===== src/rtl/stack_sequencer_pkg.sv =====
// Shared definitions for the data-stack sequencer: stack op codes (common with the decoder)
// and the refill state encoding.
package stack_sequencer_pkg;

    typedef enum logic [2:0] {
        OpNone   = 3'd0,
        OpPush   = 3'd1,
        OpPopRep = 3'd2,
        OpPop    = 3'd3,
        OpPop2   = 3'd4,
        OpSwap   = 3'd5
    } op_e;

    typedef enum logic [1:0] {
        StIdle,
        StFillNos,
        StFillTos,
        StFillNos2
    } state_e;

endpackage


===== src/rtl/stack_sequencer_ram.sv =====
// Single-port stack spill RAM: synchronous write, synchronous read with one cycle latency.
module stack_sequencer_ram #(
    parameter int unsigned WIDTH = 16,
    parameter int unsigned WORDS = 62
) (
    input  logic                     clk,
    input  logic                     we,
    input  logic [$clog2(WORDS)-1:0] addr,
    input  logic [WIDTH-1:0]         wdata,
    output logic [WIDTH-1:0]         rdata
);

    logic [WIDTH-1:0] mem [WORDS];

    always_ff @(posedge clk) begin
        if (we) begin
            mem[addr] <= wdata;
        end
        rdata <= mem[addr];
    end

endmodule


===== src/rtl/stack_sequencer.sv =====
// Data-stack controller: TOS/NOS register cache in front of a spill RAM, with multi-cycle
// refill after pops and sticky error reporting.
module stack_sequencer
    import stack_sequencer_pkg::*;
#(
    parameter int unsigned WIDTH = 16,
    parameter int unsigned DEPTH = 64
) (
    input  logic                       clk,
    input  logic                       reset,
    input  logic                       op_valid,
    input  logic [2:0]                 op,
    input  logic [WIDTH-1:0]           wdata,
    input  logic                       err_clr,
    output logic                       ready,
    output logic                       op_done,
    output logic [WIDTH-1:0]           tos,
    output logic [WIDTH-1:0]           nos,
    output logic [$clog2(DEPTH+1)-1:0] depth,
    output logic                       err_ovf,
    output logic                       err_unf,
    output logic                       err_ill
);

    localparam int unsigned DW = $clog2(DEPTH + 1);
    localparam int unsigned RW = DEPTH - 2;
    localparam int unsigned AW = $clog2(RW);

    state_e           state_q, state_d;
    logic [WIDTH-1:0] tos_q, tos_d, nos_q, nos_d;
    logic [DW-1:0]    depth_q, depth_d;
    logic             done_q, done_d;
    logic             ovf_q, ovf_d, unf_q, unf_d, ill_q, ill_d;

    logic [DW-1:0]    sp;
    logic             ram_we;
    logic [AW-1:0]    ram_addr;
    logic [WIDTH-1:0] ram_rdata;

    // Words spilled to RAM; the top two entries always live in tos/nos.
    assign sp = (depth_q > DW'(2)) ? depth_q - DW'(2) : '0;

    stack_sequencer_ram #(
        .WIDTH(WIDTH),
        .WORDS(RW)
    ) u_ram (
        .clk  (clk),
        .we   (ram_we),
        .addr (ram_addr),
        .wdata(nos_q),
        .rdata(ram_rdata)
    );

    always_comb begin
        state_d  = state_q;
        tos_d    = tos_q;
        nos_d    = nos_q;
        depth_d  = depth_q;
        done_d   = 1'b0;
        ovf_d    = ovf_q & ~err_clr;
        unf_d    = unf_q & ~err_clr;
        ill_d    = ill_q & ~err_clr;
        ram_we   = 1'b0;
        ram_addr = AW'(sp - DW'(1));

        unique case (state_q)
            StIdle: begin
                if (op_valid) begin
                    done_d = 1'b1;
                    case (op)
                        OpNone: ;
                        OpPush: begin
                            if (depth_q == DW'(DEPTH)) begin
                                ovf_d = 1'b1;
                            end else begin
                                ram_we   = (depth_q >= DW'(2));
                                ram_addr = AW'(sp);
                                nos_d    = tos_q;
                                tos_d    = wdata;
                                depth_d  = depth_q + DW'(1);
                            end
                        end
                        OpSwap: begin
                            if (depth_q < DW'(2)) begin
                                unf_d = 1'b1;
                            end else begin
                                tos_d = nos_q;
                                nos_d = tos_q;
                            end
                        end
                        OpPop, OpPopRep: begin
                            if (depth_q < ((op == OpPop) ? DW'(1) : DW'(2))) begin
                                unf_d = 1'b1;
                            end else begin
                                tos_d   = (op == OpPop) ? nos_q : wdata;
                                depth_d = depth_q - DW'(1);
                                if (sp != '0) begin
                                    state_d = StFillNos;
                                    done_d  = 1'b0;
                                end else begin
                                    nos_d = '0;
                                end
                            end
                        end
                        OpPop2: begin
                            if (depth_q < DW'(2)) begin
                                unf_d = 1'b1;
                            end else begin
                                depth_d = depth_q - DW'(2);
                                if (sp != '0) begin
                                    state_d = StFillTos;
                                    done_d  = 1'b0;
                                end else begin
                                    tos_d = '0;
                                    nos_d = '0;
                                end
                            end
                        end
                        default: ill_d = 1'b1;
                    endcase
                end
            end
            StFillTos: begin
                tos_d = ram_rdata;
                // depth is already post-pop; a second read is needed only if nos has a source
                if (depth_q >= DW'(2)) begin
                    ram_addr = AW'(sp);
                    state_d  = StFillNos2;
                end else begin
                    nos_d   = '0;
                    done_d  = 1'b1;
                    state_d = StIdle;
                end
            end
            StFillNos, StFillNos2: begin
                nos_d   = ram_rdata;
                done_d  = 1'b1;
                state_d = StIdle;
            end
            default: state_d = StIdle;
        endcase
    end

    always_ff @(posedge clk or posedge reset) begin
        if (reset) begin
            state_q <= StIdle;
            tos_q   <= '0;
            nos_q   <= '0;
            depth_q <= '0;
            done_q  <= 1'b0;
            ovf_q   <= 1'b0;
            unf_q   <= 1'b0;
            ill_q   <= 1'b0;
        end else begin
            state_q <= state_d;
            tos_q   <= tos_d;
            nos_q   <= nos_d;
            depth_q <= depth_d;
            done_q  <= done_d;
            ovf_q   <= ovf_d;
            unf_q   <= unf_d;
            ill_q   <= ill_d;
        end
    end

    assign ready   = (state_q == StIdle);
    assign op_done = done_q;
    assign tos     = tos_q;
    assign nos     = nos_q;
    assign depth   = depth_q;
    assign err_ovf = ovf_q;
    assign err_unf = unf_q;
    assign err_ill = ill_q;

endmodule


===== config.mk =====
export PLATFORM = sky130hd
export DESIGN_NAME = stack_sequencer
export DESIGN_NICKNAME = d
export VERILOG_FILES = /design/src/rtl/stack_sequencer_pkg.sv /design/src/rtl/stack_sequencer_ram.sv /design/src/rtl/stack_sequencer.sv
export SDC_FILE = /design/constraint.sdc
export NUM_CORES = 1
export LEC_CHECK = 0
export ABC_CLOCK_PERIOD_IN_PS = 4900
export BUFFER_PORTS_ARGS = -buffer_cell sky130_fd_sc_hd__buf_2
export CORE_MARGIN = 8
export CORE_UTILIZATION = 27
export CTS_CLUSTER_SIZE = 28
export DETAILED_ROUTE_END_ITERATION = 8
export PLACE_DENSITY_LB_ADDON = 0.1
export SETUP_SLACK_MARGIN = 0.4
export SLEW_MARGIN = 20
export SYNTH_ARGS = -nofsm -noshare
export SYNTH_HDL_FRONTEND = slang
export SYNTH_SLANG_ARGS = --single-unit
export TNS_END_PERCENT = 5

===== constraint.sdc =====
create_clock -name clk -period 4.9 [get_ports clk]
set_input_delay 0.49 -clock clk [delete_from_list [all_inputs] [get_ports clk]]
set_output_delay 0.49 -clock clk [all_outputs]
set_load 0.01 [all_outputs]

# ---- Word-level counts from Yosys, hierarchy flattened
# Memory sizes are Yosys's and may differ from the RTL's. A register that Yosys moved wholly into a read port is not among the register bits.
# Index checks and enable logic that the tools add are counted.
dict set report classes {
  magnitude_cmp 4
  add_sub_neg 4
  n_reduce_logical 13
  eq_ne 23
  muxes 62
  bitwise_logic 4
}
# operator n
set op_table {}
lappend op_table {{16-bit 2-to-1 mux} 14}
lappend op_table {{16-bit one-hot mux with 4 select lines} 2}
lappend op_table {{16-bit one-hot mux with 3 select lines} 1}
lappend op_table {{16-bit one-hot mux with 2 select lines} 1}
lappend op_table {{7-bit 2-to-1 mux} 4}
lappend op_table {{6-bit 2-to-1 mux} 4}
lappend op_table {{1-bit 2-to-1 mux} 22}
lappend op_table {{3-bit inequality test (second input constant)} 7}
lappend op_table {{7-bit one-hot mux with 3 select lines} 1}
lappend op_table {{2-bit 2-to-1 mux} 7}
lappend op_table {{6-bit one-hot mux with 2 select lines} 1}
lappend op_table {{6-bit AND reduction} 2}
lappend op_table {{2-bit inequality test (second input constant)} 5}
lappend op_table {{8-bit AND reduction} 1}
lappend op_table {{7-bit by 1-bit adder with 7-bit output (second input constant)} 1}
lappend op_table {{7-bit == test (second input constant)} 1}
lappend op_table {{7-bit by 2-bit greater-or-equal comparator with 1-bit output (second input constant)} 1}
lappend op_table {{7-bit by 2-bit > comparator with 1-bit output (second input constant)} 1}
lappend op_table {{7-bit by 2-bit < comparator with 1-bit output} 1}
lappend op_table {{7-bit by 2-bit < comparator with 1-bit output (second input constant)} 1}
lappend op_table {{7-bit AND reduction} 1}
lappend op_table {{7-bit nonzero test} 1}
lappend op_table {{7-bit by 1-bit subtractor with 7-bit output (second input constant)} 1}
lappend op_table {{7-bit by 2-bit subtractor with 7-bit output (second input constant)} 1}
lappend op_table {{other kinds (20)} 28}
dict set report word_totals {
  n_memories 1
  reg_bits 45
  output_inout_bits 44
  input_bits 23
  wordCells 119
  ram_bits 992
}
# memory depth width read_ports rd_clocked_by_memory_dff wr line
set memory_table {}
lappend memory_table {u_ram.mem 62 16 1 1 1 stack_sequencer_ram.sv:13} ;# logic [WIDTH-1:0] mem [WORDS];

# ---- Logic depth before layout (Yosys ltp)
dict set report depth {
  depth_word 8
  ltp_mapped 21
  mapped_depth_nobuf 13
}

# ---- Modules after synthesis
# Synthesis repeated with hierarchy kept, for this count alone.
dict set report hier_totals {
  hier_cells 2528
  hier_area_um2 41697.5
}
# module cells_each n_inst area_each_um2
set by_module_without_submodules {}
lappend by_module_without_submodules {stack_sequencer_ram 2197 1 38598.3}
lappend by_module_without_submodules {stack_sequencer 331 1 3099.2}

# ---- Least setup slack after synthesis
# No wires, ideal clock.
dict set report synth_timing {
  path_type {reg-to-reg}
  startpoint {register depth_q[1] (netlist: depth[1])}
  endpoint {memory u_ram.mem[60][0], enable pin}
  arrival_ns 4.126
  setup_slack_ns 0.386
  synth_period_minus_slack_ns 4.514
  required_time_ns 4.512
  stages_incl_launch_ff 16
  path_cell_list {dfrtp_1 -> buf_2 -> inv_1 -> ha_1 -> nor2b_1 -> clkbuf_1 -> a21oi_1 -> clkbuf_1 -> inv_1 -> ha_1 -> inv_1 -> a32o_1 -> buf_2 -> nor3_1 -> nand3_1 -> nor2_1}
}
dict set report synth_via {
  elab_chain_len 7
}
# item line
set synth_rtl {}
lappend synth_rtl {{from (decl)} stack_sequencer.sv:31} ;# logic [DW-1:0] depth_q, depth_d;
lappend synth_rtl {{from (signal assigned)} stack_sequencer.sv:158} ;# depth_q <= depth_d;
lappend synth_rtl {{7-bit by 2-bit subtractor with 7-bit output (tied with other cells)} stack_sequencer.sv:41} ;# assign sp = (depth_q > DW'(2)) ? depth_q - DW'(2) : '0;
lappend synth_rtl {{7-bit 2-to-1 mux or 1-bit 2-to-1 mux (tied branches)} {stack_sequencer.sv:41, stack_sequencer.sv:73}}
lappend synth_rtl {{6-bit by 1-bit subtractor with 6-bit output or 1-bit 2-to-1 mux (tied branches)} {stack_sequencer.sv:64, stack_sequencer.sv:70}}
lappend synth_rtl {{6-bit 2-to-1 mux or 1-bit 2-to-1 mux (tied branches)} {stack_sequencer.sv:73, stack_sequencer.sv:68}}
lappend synth_rtl {{6-bit 2-to-1 mux or 1-bit 2-to-1 mux (tied branches)} {stack_sequencer.sv:70, stack_sequencer.sv:66}}
lappend synth_rtl {{6-bit 2-to-1 mux or 1-bit 2-to-1 mux (tied branches)} {stack_sequencer.sv:68, stack_sequencer_ram.sv:16}}
lappend synth_rtl {{6-bit one-hot mux with 2 select lines or 1-bit 2-to-1 mux (tied branches)} {stack_sequencer.sv:66, stack_sequencer_ram.sv:17}}
lappend synth_rtl {{to (decl)} stack_sequencer_ram.sv:13}
# Parallel ways exist; a longest one is shown, timed or not.

# ---- Worst setup path after layout
dict set report layout_timing {
  startpoint {register depth_q[2] (netlist: depth[2])}
  endpoint {register u_ram.rdata[3] (read register of u_ram.mem)}
}
dict set report layout_via {
  elab_chain_len 7
}
# item line
set layout_rtl {}
lappend layout_rtl {{7-bit by 2-bit subtractor with 7-bit output or 7-bit by 2-bit > comparator with 1-bit output (tied branches)} stack_sequencer.sv:41}
lappend layout_rtl {{7-bit 2-to-1 mux} stack_sequencer.sv:41}
lappend layout_rtl {{6-bit by 1-bit subtractor with 6-bit output} stack_sequencer.sv:64} ;# ram_addr = AW'(sp - DW'(1));
lappend layout_rtl {{6-bit 2-to-1 mux} stack_sequencer.sv:73} ;# if (depth_q == DW'(DEPTH)) begin
lappend layout_rtl {{6-bit 2-to-1 mux} stack_sequencer.sv:70} ;# case (op)
lappend layout_rtl {{6-bit 2-to-1 mux} stack_sequencer.sv:68} ;# if (op_valid) begin
lappend layout_rtl {{6-bit one-hot mux with 2 select lines (*)} stack_sequencer.sv:66} ;# unique case (state_q)
lappend layout_rtl {{to (decl)} stack_sequencer_ram.sv:10} ;# output logic [WIDTH-1:0] rdata
# Every way passes the cells marked *; elsewhere a longest branch is shown, timed or not.
# A chain may end at the register's enable or synchronous reset.

==> summary.txt <==
STA
  • Tcrit/Tclk final: 0.931
  • # setup viols final: 0
  • Min Tclk post-route: ~4600 ps
  • Hold Fails Final Rpt: 0
  • Least-Margin Pin Slew: 1130 ps
  • Slew headroom: 0.248
  • RSZ-0062 raised after global routing: true
  • Clock skew: 29.0 ps
  • Slew Limit Fails: 0
  • Fmax: ~220 MHz

Routing
  • Routed len/inst: about 30 um
  • Total Wirelength: 156000 um
  • Vias per std cell: about 5.1
  • Iteration-0 DRC Markers: 2647
  • Antenna-violating nets left: 0
  • Drt first pass iters: 6
  • Via count: 26.6k
  • DRC errors left: 0

Floorplan
  • Top Ports: 67
  • Initial core utilization: 0.271
  • Die area: between 150000 and 200000 um2
  • Die X: 414 um
  • Core area: around 160000 um2
  • Row count: about 150
  • Die height: a little over 400 um

Finish
  • Fillcell total: roughly 16k
  • Synthesis-to-finish area growth: 18.8%
  • Commonest non-fill, non-tap cell in the layout: edfxtp_1
  • Fin util: 0.322
  • Layout cells sized above 1: 0.215
  • Fin nets: ~3.1k
  • Most frequent cells in the layout: edfxtp_1, nand2_1, buf_4

Worst setup path
  • Req. time, crit path: approximately 5500 ps
  • Reg2Reg Setup Slack: around 340 ps
  • WS Path Type: register to register
  • R2R depth: 15
  • Critical Path AT: 5150 ps
  • CP Capture Type: register
  • Worst r2r src: depth[2]
  • CP Launch Type: register
  • CP max FO: 48
  • RR Endpoint: u_ram.rdata[3]

Run
  • Max_cap viols: 0

Min path
  • Hold Crit Endpoint: state_q[1]
  • Hold path start: op_valid
  • Hold path depth: 3
  • Hold crit path type: input port to register

Synthesis
  • Post-Synthesis Net Count: roughly 2.9k
  • Post-synth EDFFs: around 990
  • Register area share after synthesis: 0.730
  • Synth Register Bits: roughly 1.1k
  • FFs w/ async S/R, synth: 0.0427
  • Cells after Synth: 2827
  • Post-synth cell types: 87
  • Top FF cell, synth: edfxtp_1
  • Post-Syn Area: 42800 um2
  • Number of synthesis warnings: 0
  • Avg Cell Area, Syn: ~15 um2

Place
  • PortBufs: between 60 and 70
  • Detailed Place HPWL: 97300 um
  • GPL Wtd Cong: 0.823

Clock tree
  • CTS tree: done
  • Clk buf depth: 3
  • CTS Root Cell: clkbuf_16
  • Clock sink total: around 1.1k
  • Clock slew at reported path FFs: 60 ps
  • CTS buffer count: about 120
  • Clk_lat worst skew: between 700 and 800 ps
  • CTS H-Tree Depth: 3

GRT
  • Initial antenna violation count: 24
  • GRT Total Usage: 0.176
  • Vias in the first global route: about 27k
  • Grt ovf: 0
  • Largest net degree at the start of global routing: 78
  • First-pass GRT wire length: 217000 um

Outcome
  • Outcome: finished clean
==> layout make-up <==
cell class	instances	area, um2	share of cell area
flip-flops and latches	1053	31300	0.615
multi-input cells	1558	10800	0.213
clock buffers	142	3020	0.0595
well taps	2072	2590	0.0510
repair buffers	303	2370	0.0466
clock inverters	79	668	0.0131
inverters	26	97.6	0.00192
diodes	8	20.0	0.000394
==> per-stage QoR <==
stage	cells	instance area, um2	setup TNS (ps)	setup slack, ps	hold slack (ps)
4_1_cts	5233	50800	0	320	91.7
3_5_place_dp	5007	47000	0	75.8	527
5_1_grt	5234	50800	0	127	178
6_report	5241	50800	0	340	163
3_3_place_gp	5006	47000	-36.9	-36.9	516
2_1_floorplan	2827	42800	0	386	503
==> state kept, by name, indices dropped and copies added, names as in the netlist, 2 cells and up <==
register and flops:
u_ram.rdata 16, nos 16, state_q 2, depth 7
u_ram.mem 992, tos 16
==> what timing repair did <==
item                                    4_1_cts  5_1_grt
hold endpoints to repair                     47        0
setup buffers                                 2        0
resized for setup                             5        2
endpoints found under the setup margin      146      447
hold buffers                                  3        0
pin swaps                                     1        0
==> cell usage after synthesis (all sizes together), types with 16 or more instances <==
| master | instances | area share |
|---|---|---|
| a211oi | 33 | 0.0059 |
| a21oi | 114 | 0.013 |
| a221oi | 23 | 0.0050 |
| a22oi | 22 | 0.0039 |
| a311oi | 27 | 0.0055 |
| a31oi | 42 | 0.0061 |
| buf | 106 | 0.015 |
| clkbuf | 84 | 0.0074 |
| dfrtp | 45 | 0.026 |
| dfxtp | 16 | 0.0075 |
| edfxtp | 992 | 0.70 |
| inv | 26 | 0.0023 |
| mux2 | 29 | 0.0076 |
| mux2i | 169 | 0.040 |
| mux4 | 56 | 0.029 |
| nand2 | 436 | 0.038 |
| nand3 | 133 | 0.016 |
| nor2 | 104 | 0.0092 |
| nor3 | 22 | 0.0027 |
| nor4 | 22 | 0.0035 |
| o21ai | 54 | 0.0064 |
| o221a | 27 | 0.0071 |
| o221ai | 28 | 0.0057 |
| o22ai | 45 | 0.0066 |
==> layer usage <==
layer / vias up / track usage / part of all wire
li1: 11548 / - / -
met1: 14010 / 0.244 / 0.45
met2: 863 / 0.277 / 0.46
met3: 216 / 0.0355 / 0.062
met4: 4 / 0.0576 / 0.029
met5: - / 0 / 0.00018
==> worst max-delay path, stage by stage, from the launching register on <==
cell and delay [ps]:
dfrtp_1 550, inv_1 110, ha_1 240, nor2b_1 160, a21oi_1 240, inv_1 80, ha_1 320, nand2_1 220
nor4_4 90, nor2_4 340, buf_12 340, mux4_2 370, mux2i_1 350, o221ai_1 270, buf_4 240, or4_1 440
==> how the worst max path moves through the flow <==
stage	start	end	cells after the start
detailed placement	depth[2]	u_ram.rdata[14]	14
global route	depth[2]	u_ram.rdata[3]	15
global placement	depth[2]	u_ram.rdata[3]	12
floorplan	depth[1]	u_ram.mem[60][0]	15
finish	depth[2]	u_ram.rdata[3]	15
CTS	depth[3]	u_ram.rdata[3]	12
==> logic make-up (layout without fill, tap and decap cells) <==
| logic type | count (synthesis) | count (layout) | share of synthesized area |
|---|---|---|---|
| simple gates | 787 | 787 | 0.0813 |
| fa+ha+maj | 9 | 9 | 0.00281 |
| mux | 254 | 254 | 0.0766 |
| xor+xnor | 10 | 10 | 0.00205 |
| other cells | 0 | 8 | 0 |
| flops | 1053 | 1053 | 0.730 |
| compound gates | 498 | 498 | 0.0824 |
| buf+inv | 216 | 550 | 0.0248 |
Power is left out: the tool's default activity adds up to more than one toggle a clock period on the data nets, which glitch-free logic cannot reach.
